<file path="src/rtl/alu_recv_pkg.sv">
// alu_recv_pkg: shared constants for the alu_recv execute stage.
// Datapath width, ALU/load-store/jump/branch opcode encodings and NOP codes.
// Optional feature macro: ALU_RECV_SHIFT_EN (enables SLL/SRL/SRA).
package alu_recv_pkg;

  localparam int XLEN = 32;

  // NOP encodings: all-ones on each op field means "nothing to do"
  localparam logic [9:0] ALU_NOP = 10'h3FF;
  localparam logic [4:0] OP_NONE = 5'h1F;

  // ALU operation codes carried in alu_op[3:0]
  typedef enum logic [3:0] {
    ALU_ADD  = 4'b0001,
    ALU_SUB  = 4'b0010,
    ALU_SLL  = 4'b0011,
    ALU_SLT  = 4'b0100,
    ALU_SLTU = 4'b0101,
    ALU_XOR  = 4'b0110,
    ALU_SRL  = 4'b0111,
    ALU_SRA  = 4'b1000,
    ALU_OR   = 4'b1001,
    ALU_AND  = 4'b1010,
    ALU_LUI  = 4'b1011
  } alu_code_e;

  // Load/store codes
  localparam logic [4:0] LS_LB  = 5'b00000;
  localparam logic [4:0] LS_LH  = 5'b00001;
  localparam logic [4:0] LS_LW  = 5'b00011;
  localparam logic [4:0] LS_LBU = 5'b00100;
  localparam logic [4:0] LS_LHU = 5'b00101;
  localparam logic [4:0] LS_SB  = 5'b01000;
  localparam logic [4:0] LS_SH  = 5'b01001;
  localparam logic [4:0] LS_SW  = 5'b01011;

  // Jump codes
  localparam logic [4:0] J_JALR = 5'b00001;
  localparam logic [4:0] J_JAL  = 5'b00010;

  // Branch codes
  localparam logic [4:0] B_BEQ  = 5'b00000;
  localparam logic [4:0] B_BNE  = 5'b00001;
  localparam logic [4:0] B_BLT  = 5'b00010;
  localparam logic [4:0] B_BGE  = 5'b00011;
  localparam logic [4:0] B_BLTU = 5'b00101;
  localparam logic [4:0] B_BGEU = 5'b00110;

endpackage

</file>
<file path="src/rtl/alu_recv_core.sv">
// alu_recv_core: purely combinational execute logic -- ALU, branch
// comparator, effective-address and next-PC adders.
// Optional feature macro: ALU_RECV_SHIFT_EN (when undefined, shift codes
// decode as undefined and no shifter is built).
module alu_recv_core #(
  parameter int XLEN = alu_recv_pkg::XLEN
) (
  input  logic [9:0]      alu_op_i,
  input  logic [4:0]      ls_op_i,
  input  logic [4:0]      j_op_i,
  input  logic [4:0]      b_op_i,
  input  logic [XLEN-1:0] pc_in_i,
  input  logic [XLEN-1:0] rs1_i,
  input  logic [XLEN-1:0] rs2_i,
  input  logic [XLEN-1:0] address_imm_i,
  output logic [XLEN-1:0] rd_o,
  output logic [XLEN-1:0] pc_out_o,
  output logic [XLEN-1:0] address_o
);
  import alu_recv_pkg::*;

  logic [XLEN-1:0] op_b;
  logic [XLEN-1:0] alu_res;
  logic [XLEN-1:0] pc_plus4;
  logic [XLEN-1:0] pc_plus_imm;
  logic [XLEN-1:0] rs1_plus_imm;
  logic            is_jal;
  logic            is_jalr;
  logic            br_valid;
  logic            br_taken;
  logic            ls_valid;

  assign op_b         = alu_op_i[9] ? address_imm_i : rs2_i;
  assign pc_plus4     = pc_in_i + XLEN'(4);
  assign pc_plus_imm  = pc_in_i + address_imm_i;
  assign rs1_plus_imm = rs1_i + address_imm_i;
  assign is_jal       = (j_op_i == J_JAL);
  assign is_jalr      = (j_op_i == J_JALR);

  // ALU result; any nonzero alu_op[8:4] (including NOP) forces zero
  always_comb begin
    alu_res = '0;
    if (alu_op_i[8:4] == 5'b00000) begin
      case (alu_code_e'(alu_op_i[3:0]))
        ALU_ADD:  alu_res = rs1_i + op_b;
        ALU_SUB:  alu_res = rs1_i - op_b;
        ALU_SLT:  alu_res = {{(XLEN-1){1'b0}}, ($signed(rs1_i) < $signed(op_b))};
        ALU_SLTU: alu_res = {{(XLEN-1){1'b0}}, (rs1_i < op_b)};
        ALU_XOR:  alu_res = rs1_i ^ op_b;
        ALU_OR:   alu_res = rs1_i | op_b;
        ALU_AND:  alu_res = rs1_i & op_b;
        ALU_LUI:  alu_res = op_b;
`ifdef ALU_RECV_SHIFT_EN
        ALU_SLL:  alu_res = rs1_i << op_b[4:0];
        ALU_SRL:  alu_res = rs1_i >> op_b[4:0];
        ALU_SRA:  alu_res = $unsigned($signed(rs1_i) >>> op_b[4:0]);
`endif
        default:  alu_res = '0;
      endcase
    end
  end

  // Branch decode and compare; undefined codes are simply not a branch
  always_comb begin
    br_valid = 1'b1;
    br_taken = 1'b0;
    case (b_op_i)
      B_BEQ:   br_taken = (rs1_i == rs2_i);
      B_BNE:   br_taken = (rs1_i != rs2_i);
      B_BLT:   br_taken = ($signed(rs1_i) <  $signed(rs2_i));
      B_BGE:   br_taken = ($signed(rs1_i) >= $signed(rs2_i));
      B_BLTU:  br_taken = (rs1_i <  rs2_i);
      B_BGEU:  br_taken = (rs1_i >= rs2_i);
      default: br_valid = 1'b0;
    endcase
  end

  // Load/store decode: only the listed codes produce an address
  always_comb begin
    ls_valid = 1'b0;
    case (ls_op_i)
      LS_LB, LS_LH, LS_LW, LS_LBU, LS_LHU,
      LS_SB, LS_SH, LS_SW: ls_valid = 1'b1;
      default:             ls_valid = 1'b0;
    endcase
  end

  // Next PC: jumps win over branches; fall-through is pc + 4
  always_comb begin
    pc_out_o = pc_plus4;
    if (is_jal)
      pc_out_o = pc_plus_imm;
    else if (is_jalr)
      pc_out_o = {rs1_plus_imm[XLEN-1:1], 1'b0};
    else if (br_valid && br_taken)
      pc_out_o = pc_plus_imm;
  end

  // rd: the jump link value overrides the ALU result
  always_comb begin
    rd_o = alu_res;
    if (is_jal || is_jalr)
      rd_o = pc_plus4;
  end

  assign address_o = ls_valid ? rs1_plus_imm : '0;

endmodule

</file>
<file path="src/rtl/alu_recv.sv">
// alu_recv: execute stage top. All results come from alu_recv_core and are
// registered here, giving one cycle of latency; reset is async active-low.
// Optional feature macro: ALU_RECV_SHIFT_EN (enables SLL/SRL/SRA in the core).
module alu_recv #(
  parameter int XLEN = alu_recv_pkg::XLEN
) (
  input  logic            clk,
  input  logic            reset,
  input  logic [9:0]      alu_op,
  input  logic [4:0]      ls_op,
  input  logic [4:0]      j_op,
  input  logic [4:0]      b_op,
  input  logic [XLEN-1:0] pc_in,
  input  logic [XLEN-1:0] rs1,
  input  logic [XLEN-1:0] rs2,
  input  logic [XLEN-1:0] address_imm,
  output logic [XLEN-1:0] rd,
  output logic [XLEN-1:0] pc_out,
  output logic [XLEN-1:0] address
);
  import alu_recv_pkg::*;

  logic [XLEN-1:0] rd_d, pc_out_d, address_d;
  logic [XLEN-1:0] rd_q, pc_out_q, address_q;

  alu_recv_core #(.XLEN(XLEN)) u_core (
    .alu_op_i      (alu_op),
    .ls_op_i       (ls_op),
    .j_op_i        (j_op),
    .b_op_i        (b_op),
    .pc_in_i       (pc_in),
    .rs1_i         (rs1),
    .rs2_i         (rs2),
    .address_imm_i (address_imm),
    .rd_o          (rd_d),
    .pc_out_o      (pc_out_d),
    .address_o     (address_d)
  );

  // Output registers, cleared immediately while reset is low
  always_ff @(posedge clk or negedge reset) begin
    if (!reset) begin
      rd_q      <= '0;
      pc_out_q  <= '0;
      address_q <= '0;
    end else begin
      rd_q      <= rd_d;
      pc_out_q  <= pc_out_d;
      address_q <= address_d;
    end
  end

  assign rd      = rd_q;
  assign pc_out  = pc_out_q;
  assign address = address_q;

endmodule

</file>
<file path="config.mk">
export PLATFORM = sky130hd
export DESIGN_NAME = alu_recv
export DESIGN_NICKNAME = d
export VERILOG_FILES = /design/src/rtl/alu_recv_pkg.sv /design/src/rtl/alu_recv_core.sv /design/src/rtl/alu_recv.sv
export SDC_FILE = /design/constraint.sdc
export NUM_CORES = 1
export LEC_CHECK = 0
export CAP_MARGIN = 40
export CORE_MARGIN = 5
export CORE_UTILIZATION = 25
export DETAILED_ROUTE_END_ITERATION = 10
export DONT_BUFFER_PORTS = 1
export SKIP_LAST_GASP = 1
export SLEW_MARGIN = 20
export SYNTH_ARGS = -nofsm -noshare
export SYNTH_HDL_FRONTEND = slang
export SYNTH_HIERARCHICAL = 1
export SYNTH_SLANG_ARGS = --single-unit
</file>
<file path="constraint.sdc">
create_clock -name clk -period 0.8 [get_ports clk]
set_clock_uncertainty 0.15 [all_clocks]
set_input_delay 0.08 -clock clk [delete_from_list [all_inputs] [get_ports clk]]
set_output_delay 0.08 -clock clk [all_outputs]
set_load 0.02 [all_outputs]
</file>
After elaboration in Yosys (flattened, before gate mapping)
Memories as Yosys holds them, arrays and structs flattened.
Cells that the tools add are included.
{"block": "op_classes", "add_sub_neg": 5, "muxes": 11, "n_lt_le_gt_ge": 6, "n_reduce_logical": 5, "eq_ne": 17, "bitwise": 3}
{"cell": "one-hot mux 32 bit (8 select lines)", "count": 1}
{"cell": "2-to-1 mux 32 bit", "count": 7}
{"cell": "< comparator 32 bit", "count": 4}
{"cell": "adder 32 bit", "count": 3}
{"cell": ">= comparator 32 bit", "count": 2}
{"cell": "adder 32 x 3 -> 32 bit (second input constant)", "count": 1}
{"cell": "bitwise AND 32 bit", "count": 1}
{"cell": "equality test 32 bit", "count": 1}
{"cell": "inequality test 32 bit", "count": 1}
{"cell": "bitwise OR 32 bit", "count": 1}
{"cell": "subtractor 32 bit", "count": 1}
{"cell": "bitwise XOR 32 bit", "count": 1}
{"cell": "equality test 5 x 2 -> 1 bit (second input constant)", "count": 3}
{"cell": "equality test 4 x 3 -> 1 bit (second input constant)", "count": 3}
{"cell": "equality test 4 bit (second input constant)", "count": 3}
{"cell": "equality test 5 x 1 -> 1 bit (second input constant)", "count": 2}
{"cell": "equality test 5 x 3 -> 1 bit (second input constant)", "count": 2}
{"cell": "logical NOT 5 bit", "count": 2}
{"cell": "one-hot mux 1 bit (6 select lines)", "count": 1}
{"cell": "OR reduction 6 bit", "count": 1}
{"cell": "equality test 4 x 1 -> 1 bit (second input constant)", "count": 1}
{"cell": "equality test 4 x 2 -> 1 bit (second input constant)", "count": 1}
{"cell": "2-to-1 mux 1 bit", "count": 2}
{"cell": "logical AND 1 bit", "count": 1}
{"cell": "logical OR 1 bit", "count": 1}
{"block": "word_totals", "memories": 1, "rom_bits": 16, "out_inout_bits": 96, "word_cells": 51, "reg_bits": 96, "input_bits": 155}
{"memory": "(name not given)", "depth": 16, "width": 1, "read_ports": 1, "rd_clocked_by_memory_dff": 0, "write_ports": 0, "line_no": "alu_recv_core.sv:81", "rtl": "case (ls_op_i)"}

Logic depth before layout (Yosys ltp)
Gate-level depths: netlist of run 1.
{"block": "depth", "depth_word": 7, "depth_mapped": 18, "ltp_nobuf": 14}

Hierarchy
The synthesis of run 1 kept the hierarchy.
{"mod": "alu_recv_core", "n_inst": 1, "cells_each": 1617, "area_each_um2": 10712.8}
{"mod": "alu_recv", "n_inst": 1, "cells_each": 96, "area_each_um2": 2402.3}

Worst setup path before layout of run 1
Ideal clock, no wire load.
{"block": "synth_path", "path_type": "input to register", "start": "input alu_op[9]", "end": "register rd_q[30] (netlist: rd[30])", "path_stages": 15, "t_arrival_ns": 3.879, "path_buffers": 3, "t_required_ns": 0.511, "slack_ns": -3.368, "cell_sequence": "clkbuf_1 buf_1 clkbuf_1 o21ai_0 fa_1 o21bai_2 o2111ai_2 a2111oi_2 o21ai_2 or4_1 o211a_2 o31ai_4 nor2_1 a2111oi_1 a211oi_1"}
{"block": "synth_between", "elab_chain_cells": 5}
{"element": "start: declaration", "line_no": "alu_recv.sv:9", "rtl": "input logic [9:0] alu_op,"}
{"element": "2-to-1 mux 32 bit *", "line_no": "alu_recv_core.sv:33", "rtl": "assign op_b = alu_op_i[9] ? address_imm_i : rs2_i;"}
{"element": "subtractor 32 bit, or another cell as far along", "line_no": "alu_recv_core.sv:46", "rtl": "ALU_SUB: alu_res = rs1_i - op_b;"}
{"element": "one-hot mux 32 bit (8 select lines) *", "line_no": "alu_recv_core.sv:44", "rtl": "case (alu_code_e'(alu_op_i[3:0]))"}
{"element": "2-to-1 mux 32 bit *", "line_no": "alu_recv_core.sv:43", "rtl": "if (alu_op_i[8:4] == 5'b00000) begin"}
{"element": "2-to-1 mux 32 bit *", "line_no": "alu_recv_core.sv:102", "rtl": "if (is_jal || is_jalr)"}
{"element": "via rd_d[30]", "line_no": "alu_recv.sv:23", "rtl": "logic [XLEN-1:0] rd_d, pc_out_d, address_d;"}
{"element": "end signal: assignment", "line_no": "alu_recv.sv:47", "rtl": "rd_q <= rd_d;"}
{"element": "end: declaration", "line_no": "alu_recv.sv:24", "rtl": "logic [XLEN-1:0] rd_q, pc_out_q, address_q;"}
Mark *: on every way through the listed nets, which the timed path passes. The rest lies on a longest branch.

Worst setup path after layout of run 1
{"block": "layout_path", "start": "input alu_op[9]", "end": "register rd_q[0] (netlist: rd[0])"}
{"block": "layout_between", "elab_chain_cells": 5}
{"element": "2-to-1 mux 32 bit *", "line_no": "alu_recv_core.sv:33"}
{"element": "subtractor 32 bit, or another cell as far along", "line_no": "alu_recv_core.sv:46"}
{"element": "one-hot mux 32 bit (8 select lines) *", "line_no": "alu_recv_core.sv:44"}
{"element": "2-to-1 mux 32 bit *", "line_no": "alu_recv_core.sv:43"}
{"element": "2-to-1 mux 32 bit *", "line_no": "alu_recv_core.sv:102"}
{"element": "via rd_d[0]", "line_no": "alu_recv.sv:23"}
Marks and branches as above.

==> flow_summary.ini, run 1 <==
[run_status]
status = complete, but fails checks
failed_checks = hold timing, setup timing

[die]
core_region_area_um2 = 52200
fp.dieW_um = 239
fp.dieH_um = 239
ioPinCount = 251
die-area_um2 = 57100
fp-row-count = 84
start_util_pct = 25.1

[synth]
ys_async_sr_fraction_pct = 100
synth_nets = 2063
synth_edf_count = 0
synth_cells = 1713
ys_types = 84
ys_warn_count = 6
syn-cell-area_um2 = 13100
ys_ff_latch = 96
yosysSeqAreaShare_pct = 18.3
avgSynthCellArea_um2 = 7.66
ys.flop_type = dfrtp_1

[global_routing]
grt_max_degree = 97
grt_pass1_vias = 15600
grt_overflow = 0
antenna_found_initial = 2
grt_pass1_wl_um = 95200
grt_usage_pct = 21.6

[sta]
hold_viol_final = 156
worst_slack_ns = -2.32
fin_crit_ns = 3.12
slew_headroom_pct = 61.6
worst_slew_pin_slew_ns = 0.573
slew_viol_final = 0
worst_hold_slack_ns = -0.786
fmax_mhz = 321
setup_viol = 191
rsz0062_at_grt = true
finalCritPeriodShare_pct = 390

[cells_and_area]
drive_gt1_share_pct = 43.9
finish.utilization_pct = 40.0
fillCellCount = 5149
multiInputGateArea_um2 = 11800
fin_area_um2 = 20900
syn2layout_area_growth_pct = 59.3
seqCellArea_um2 = 2510
nets = 2606

[detailed_routing]
drtIter0Drc = 1269
wl_um = 66600
routed_via_density = 5.37
avgRoutedWirePerCell_um = 22.6
antenna_left = 0
vias = 15900
first_pass_iters = 5
drt_drc_violations_left = 0

[pwr]
pwr-share-clk_pct = 18.6
p_leak_uw = 0.00939
p_switching_uw = 10100
internal_power_uw = 14600
irDropWorstVdd_uv = 1150
seqPwrFrac_pct = 24.2
pwr-share-comb_pct = 57.2
powerDensity_nw_per_um2 = 1190
switching_share_pct = 40.9

[critical_path]
crit_path_end_kind = register
path_max_fanout = 45
worstSetupPathType = in -> reg
worstPathRequired_ns = 0.93
cp.arrival_ns = 3.25
crit_path_start_kind = input port

[clocking]
cts_sinks = 96
hold_buffers = 3
clockBufferDepth = 2
h-tree-depth = 3
clk_pin_slew_ns = 0.10
cts_tree = done
numCtsBuffers = 9
clock-root-buffer = clkbuf_16

[flow_run]
maxCapViolations = 0

[placement]
postPlaceCellArea_um2 = 18700
gp_congestion = 0.963
dp_slack_ns = -2.76
hpwlAfterDp_um = 54300
numPortBuffers = 0

[min_path]
hold_path_class = in -> async
## flip-flops by register name, summed over array words and instances, names as in the netlist
signal and flops:
address 32, pc_out 32, rd 32
## worst max-delay path: stages
cell and delay, ns:
mux2_4 0.35, ha_4 0.17, fa_2 0.38, o21bai_4 0.19, o2111ai_4 0.15, a2111oi_4 0.39, o21ai_2 0.15, or4_4 0.44
o211a_4 0.17, o31ai_4 0.17, and2b_1 0.17, o41ai_2 0.07, a221o_1 0.29
## through the flow
stage	total power, µW	cells	TNS, ns
3_3_place_gp	17900	2881	-190.31
5_1_grt	26100	2950	-189.74
6_report	24800	2952	-181.25
3_5_place_dp	18100	2882	-193.94
4_1_cts	23500	2919	-179.96
2_1_floorplan	12700	1713	-152.96
## cells by family after synthesis
group                    share of synthesized area, %
AND/OR/NAND/NOR                                  18.6
XOR/XNOR                                         6.34
multiplexers                                     1.84
AO/OA/AOI/OAI                                    30.0
adder cells (fa/ha/maj)                          18.8
flip-flops                                       18.3
buffers and inverters                            6.05
## cells in the final DEF (no fill, tap or decap), types with 12 or more instances in the layout
| cell | n |
|---|---|
| nor2_1 | 128 |
| o22ai_1 | 42 |
| buf_12 | 15 |
| nor3_1 | 32 |
| inv_2 | 15 |
| mux2i_1 | 20 |
| inv_1 | 118 |
| a31oi_1 | 12 |
| o21ai_1 | 33 |
| ha_1 | 154 |
| xor2_1 | 38 |
| o21bai_1 | 20 |
| nor2b_1 | 14 |
| buf_4 | 538 |
| o21ai_0 | 65 |
| xnor2_1 | 34 |
| ha_4 | 31 |
| and3_1 | 17 |
| o21a_1 | 15 |
| buf_6 | 39 |
| nand2b_1 | 20 |
| nand4_1 | 22 |
| a21oi_2 | 26 |
| nand3_1 | 39 |
| a21oi_1 | 126 |
| a211oi_1 | 16 |
| o211ai_1 | 14 |
| dfrtp_2 | 87 |
| o21ai_2 | 13 |
| nand2_1 | 118 |
| a21o_1 | 32 |
## layout make-up
type	instances	share of cell area (%)
multi-input combinational	1409	56.5
inverter	141	2.67
tap	688	4.12
clock inverter	6	0.276
timing repair buffer	599	23.3
sequential	96	12.0
antenna	3	0.0359
clock buffer	10	1.10
## power by group through the flow
stage               clock, µW  combinational [µW]  sequential (µW)
global placement            0               11900             6060
global route             4900               15200             6050
CTS                      4750               12800             5960
finish                   4610               14200             6010
detailed placement          0               12100             6050
floorplan                   0                6770             5940
## cells in the mapped netlist, types with 10 or more instances
master	n	area, µm²
and3_1	19	119
a2bb2oi_1	10	87.6
nor4_1	11	68.8
o221ai_1	16	140
o21ai_0	116	581
a21oi_1	162	811
o21a_1	15	113
mux2i_1	23	230
o22ai_1	51	319
nand2b_1	22	138
clkbuf_1	54	203
nand2_1	125	469
o21bai_1	22	165
a22oi_1	11	82.6
xnor2_1	46	403
nor2_1	138	518
nor3b_1	11	82.6
o31ai_1	13	97.6
a221oi_1	15	131
xor2_1	49	429
nand3_1	40	200
dfrtp_1	96	2400
or3_1	13	81.3
a21o_1	33	248
and2_1	10	62.6
a31oi_1	13	81.3
nand4_1	22	138
nor3_1	34	170
a211oi_1	27	203
inv_1	140	526
nor2b_1	17	106
ha_1	191	2390
o211ai_1	14	105
## routing by layer
metal,vias up,track usage (%),routed length [µm]
met2,606,34.9,30500
met4,0,9.91,3510
met5,-,0,0
met3,135,4.18,4830
met1,7715,27.8,27800
li1,7409,-,-
## final timing paths
kind / from / to / slack [ns]
worst max-delay path: alu_op[9] / rd[0] / -2.32
min in group clk: pc_in[0] / rd[0] / -0.31
max in group asynchronous: reset / rd[8] / 1.03
worst min-delay path: reset / rd[29] / -0.79
## repair_timing
item,4_1_cts,5_1_grt
endpoints found under the setup margin,190,192
gates resized for setup,91,273
pin swaps,56,92
hold endpoints to repair,181,157
setup buffers,18,33
cloned,0,2
No activity file was read; power rests on OpenSTA's default activity.
==> run 2: changes to the inputs <==
--- a/config.mk
+++ b/config.mk
@@ -6,8 +6,8 @@
 export NUM_CORES = 1
 export LEC_CHECK = 0
 export CAP_MARGIN = 40
-export CORE_MARGIN = 5
 export CORE_UTILIZATION = 25
+export CTS_CLUSTER_SIZE = 14
 export DETAILED_ROUTE_END_ITERATION = 10
 export DONT_BUFFER_PORTS = 1
 export SKIP_LAST_GASP = 1
==> run 2 against run 1 <==
The run still ends with hold timing, setup timing left; global-route usage grew 2.7 points; setup slack gained 0.052 ns; core utilization grew 0.50 points; power grew 0.48%; first-iteration DRC count shrank 12%; flip-flop and latch count is the same; worst hold slack gained 0.025 ns; die area shrank 6.6%; combinational power is essentially flat; wire length grew 0.79%; final cell count shrank 0.71%; via count shrank 0.40%; highest routed layer is now met5.
==> flow_summary.ini, run 2 (synthesis gave the netlist of run 1 again) <==
[run_status]
status = complete, but fails checks
failed_checks = hold timing, setup timing

[flow_run]
maxCapViolations = 0

[detailed_routing]
drt_drc_violations_left = 0
drtIter0Drc = 1119
antenna_left = 0
vias = 15800
avgRoutedWirePerCell_um = 22.9
first_pass_iters = 5
routed_via_density = 5.39
wl_um = 67100

[sta]
worst_slew_pin_slew_ns = 0.560
finalCritPeriodShare_pct = 383
slew_viol_final = 0
setup_viol = 190
worst_hold_slack_ns = -0.761
fmax_mhz = 326
slew_headroom_pct = 62.5
hold_viol_final = 157
rsz0062_at_grt = true
tns_ns = -177.22
fin_crit_ns = 3.06
worst_slack_ns = -2.26

[clocking]
cts_tree = done
clock-root-buffer = clkbuf_16
clockBufferDepth = 2
hold_buffers = 2
cts_sinks = 96
numCtsBuffers = 9
h-tree-depth = 3
clk_pin_slew_ns = 0.10

[critical_path]
cp.arrival_ns = 3.22
crit_slowest_cell = or4_4
cp_cell_sequence = mux2_4, ha_4, fa_2, o21bai_4, o2111ai_4, a2111oi_4, o21ai_2, or4_4, o211a_4, buf_4, buf_6, nor4_2, nor4_2, a211oi_1
crit_path_end_kind = register
worstSetupPathType = in -> reg
slowest_delay_ns = 0.44
worstPathRequired_ns = 0.95
path_common_cell = nor4_2
crit_path_start_kind = input port
timing.critical_path.buf_inv = 2
cpLargestDelayFamily = compound AO/OA/AOI/OAI gates
path_max_fanout = 45

[die]
fp.dieW_um = 231
core_region_area_um2 = 51600
ioPinCount = 251
fp.dieH_um = 231
start_util_pct = 25.4
die-area_um2 = 53400
fp-row-count = 83

[cells_and_area]
syn2layout_area_growth_pct = 59.3
final_common_cell = buf_4
final_cell_mix = 517 x buf_4, 155 x ha_1, 127 x nor2_1
nets = 2593
drive_gt1_share_pct = 43.9

[placement]
numPortBuffers = 0
gp_congestion = 1.02
hpwlAfterDp_um = 54000

[global_routing]
grt_overflow = 0
grt_usage_pct = 24.3
grt_max_degree = 97
antenna_found_initial = 4
grt_pass1_vias = 15700
grt_pass1_wl_um = 97400

[pwr]
switching_share_pct = 41.0
pwr-share-clk_pct = 18.9
p_switching_uw = 10200
irDropWorstVdd_uv = 1080
seqPwrFrac_pct = 24.1
pwr-share-comb_pct = 57.0
internal_power_uw = 14700
powerDensity_nw_per_um2 = 1190
p_leak_uw = 0.00940

[min_path]
hold_path_class = in -> async
## run 2: path summary, 6_finish.rpt
kind / cells past startpoint / endpoint / startpoint / slack, ns
max: 14 / rd[30] / alu_op[9] / -2.26
min: 0 / pc_out[25] / reset / -0.76
max in group asynchronous: 0 / pc_out[29] / reset / 1.07
min in group clk: 1 / rd[2] / pc_in[2] / -0.32
## run 2: cell type report
cell class,instances,area (µm²)
Tap cell,680,851
Antenna cell,3,7.51
Fill cell,5086,30700
Inverter,141,573
Sequential cell,96,2500
Multi-Input combinational cell,1413,11900
Clock inverter,6,57.6
Clock buffer,10,239
Timing Repair Buffer,582,4770
## run 2: power by group through the flow
stage | clock (µW) | combinational (µW) | sequential (µW)
global placement | 0 | 11800 | 6040
global route | 4960 | 15200 | 6030
detailed placement | 0 | 11900 | 6040
finish | 4710 | 14200 | 6000
CTS | 4800 | 13300 | 6000
floorplan | 0 | 6770 | 5940
## run 2: metal layers
| layer | vias up | GRT usage (%) | part of all wire [%] |
|---|---|---|---|
| li1 | 7381 | - | - |
| met1 | 7730 | 30.1 | 42 |
| met2 | 538 | 40.0 | 46 |
| met3 | 148 | 4.58 | 6.5 |
| met4 | 4 | 12.2 | 5.5 |
| met5 | - | 0 | 0.033 |
## run 2: per-stage QoR
step	worst slack (ns)	total power [µW]	utilization, %	std cells	cell area, µm²
finish	-2.26	24900	40.5	2931	20900
global route	-2.33	26200	40.5	2931	20900
CTS	-2.22	24100	39.4	2915	20300
detailed placement	-2.77	18000	36.1	2862	18600
global placement	-2.72	17800	36.1	2862	18600
floorplan	-2.75	12700	-	1713	13900
## run 2: what timing repair did
| item | 4_1_cts | 5_1_grt |
|---|---|---|
| gates cloned | 5 | 1 |
| pin swaps | 115 | 107 |
| buffers inserted | 38 | 26 |
| resized for setup | 266 | 123 |
| endpoints found under the hold margin | 172 | 154 |
| setup endpoints to repair | 190 | 192 |
==> run 3: changes to the inputs <==
--- a/config.mk
+++ b/config.mk
@@ -10,6 +10,8 @@
 export CTS_CLUSTER_SIZE = 14
 export DETAILED_ROUTE_END_ITERATION = 10
 export DONT_BUFFER_PORTS = 1
+export PLACE_DENSITY_LB_ADDON = 0.12
+export REMOVE_ABC_BUFFERS = 1
 export SKIP_LAST_GASP = 1
 export SLEW_MARGIN = 20
 export SYNTH_ARGS = -nofsm -noshare
==> run 3 against run 2 <==
Largest cell class unchanged; the flow still finishes with violations (hold timing, setup timing); fmax fell by 5.5%; critical path type unchanged; setup slack lost 0.18 ns; highest routed layer is now met4; non-clock buffer count grew 63; power is 4.3% higher; core utilization up 0.25 points.
==> flow_summary.ini, run 3 (synthesis gave the netlist of run 1 again) <==
[die]
start_util_pct = 25.4
die-area_um2 = 53400
ioPinCount = 251
fp-row-count = 83
core_region_area_um2 = 51600
fp.dieW_um = 231
fp.dieH_um = 231

[critical_path]
worstSetupPathType = in -> reg
cp_cell_sequence = mux2_4, ha_4, fa_2, o21bai_4, o2111ai_4, a2111oi_4, buf_4, o21ai_4, or4_4, o211a_4, o31ai_4, and2b_1, o41ai_1, buf_4, a221o_1
cp.arrival_ns = 3.37
path_max_fanout = 45
crit_slowest_cell = or4_4
crit_start = alu_op[9]
worstPathRequired_ns = 0.92
path_common_cell = buf_4
crit_path_start_kind = input port
crit_path_end_kind = register
slowest_delay_ns = 0.50

[sta]
rsz0062_at_grt = true
setup_viol = 192
finalCritPeriodShare_pct = 405
fmax_mhz = 308
slew_headroom_pct = 54.0
tns_ns = -198.63
fin_crit_ns = 3.24
worst_slew_pin_slew_ns = 0.682
worst_slack_ns = -2.44
hold_viol_final = 150
slew_viol_final = 0
worst_hold_slack_ns = -0.763

[run_status]
failed_checks = hold timing, setup timing
status = complete, but fails checks

[pwr]
switching_share_pct = 39.9
p_switching_uw = 10400
powerDensity_nw_per_um2 = 1240
pwr-share-clk_pct = 19.6
pwr-share-comb_pct = 57.5
irDropWorstVdd_uv = 1090
seqPwrFrac_pct = 22.9
internal_power_uw = 15600
p_leak_uw = 0.00983
power_uw = 26000

[detailed_routing]
drtIter0Drc = 1265
avgRoutedWirePerCell_um = 22.9
drt_drc_violations_left = 0
drt-met1-wl_um = 30200
wl_met3_um = 3700
vias = 15800
top_layer = met4
dr_wl_met2_um = 32400
antenna_left = 0
first_pass_iters = 7
wl_um = 68400
routed_via_density = 5.27

[cells_and_area]
drive_gt1_share_pct = 40.2
fin_area_um2 = 21000
final_cell_mix = 577 x buf_4, 175 x ha_1, 131 x inv_1
syn2layout_area_growth_pct = 60.3
final_common_cell = buf_4
fillCellCount = 5244
nets = 2652
antenna_cells = 0

[clocking]
clock-root-buffer = clkbuf_16
cts_tree = done
hold_buffers = 3
clk_pin_slew_ns = 0.08
h-tree-depth = 3
numCtsBuffers = 9
cts_sinks = 96
clockBufferDepth = 2

[global_routing]
grt_overflow = 0
grt_pass1_vias = 15600
grt_pass1_wl_um = 99700
grt_usage_pct = 24.9
antenna_found_initial = 0
grt_max_degree = 97

[placement]
hpwlAfterDp_um = 55700
numPortBuffers = 0
gp_congestion = 0.943
postPlaceCellArea_um2 = 18300

[min_path]
hold_path_class = in -> async

[flow_run]
maxCapViolations = 0
==> run 3: routing by layer <==
| metal | global-route usage [%] | vias to the layer above |
|---|---|---|
| met3 | 3.25 | 85 |
| met4 | 7.78 | 0 |
| met5 | 0 | - |
| met1 | 33.0 | 7720 |
| met2 | 41.8 | 480 |
| li1 | - | 7469 |
==> run 3: power by group through the flow <==
stage	Sequential, µW	Combinational [µW]	Clock, µW
floorplan	5940	6060	0
global placement	6050	12000	0
detailed placement	6050	12000	0
CTS	5960	13600	5250
global route	5970	16100	5380
finish	5940	14900	5100
==> run 3: final timing paths <==
path                               end  cells after the start
max                              rd[0]                     15
min                             rd[29]                      0
max in group asynchronous  address[10]                      0
min in group clk             pc_out[0]                      1
==> run 3: worst max-delay path, delay by kind of cell <==
| kind | cells | cell delay, ns |
|---|---|---|
| AO/OA/AOI/OAI | 8 | 1.43 |
| AND/OR/NAND/NOR | 2 | 0.65 |
| adder cells (fa/ha/maj) | 2 | 0.54 |
| buffers and inverters | 2 | 0.34 |
| multiplexers | 1 | 0.31 |
==> run 3: final cells by class <==
type                            count  area [µm²]  share of cell area, %
Clock inverter                      5        85.1                  0.405
Sequential cell                    96        2400                   11.4
Clock buffer                       11         243                   1.15
Multi-Input combinational cell   1409       11700                   55.5
Timing Repair Buffer              645        5240                   24.9
Inverter                          141         541                   2.57
Tap cell                          680         851                   4.05
==> run 3: through the flow <==
stage | cells | utilization [%] | worst slack (ns)
after CTS | 2968 | 38.9 | -2.43
after global routing | 2987 | 40.7 | -2.54
after floorplan | 1646 | - | -2.88
final | 2987 | 40.7 | -2.44
after detailed placement | 2914 | 35.4 | -3.21
after global placement | 2913 | 35.4 | -3.24
==> run 3: repair_timing <==
| item | in CTS | in global routing |
|---|---|---|
| gates resized for setup | 238 | 189 |
| setup endpoints to repair | 192 | 192 |
| pin swaps | 106 | 97 |
| buffers inserted | 39 | 33 |
| cloned | 4 | 0 |
| endpoints found under the hold margin | 165 | 150 |
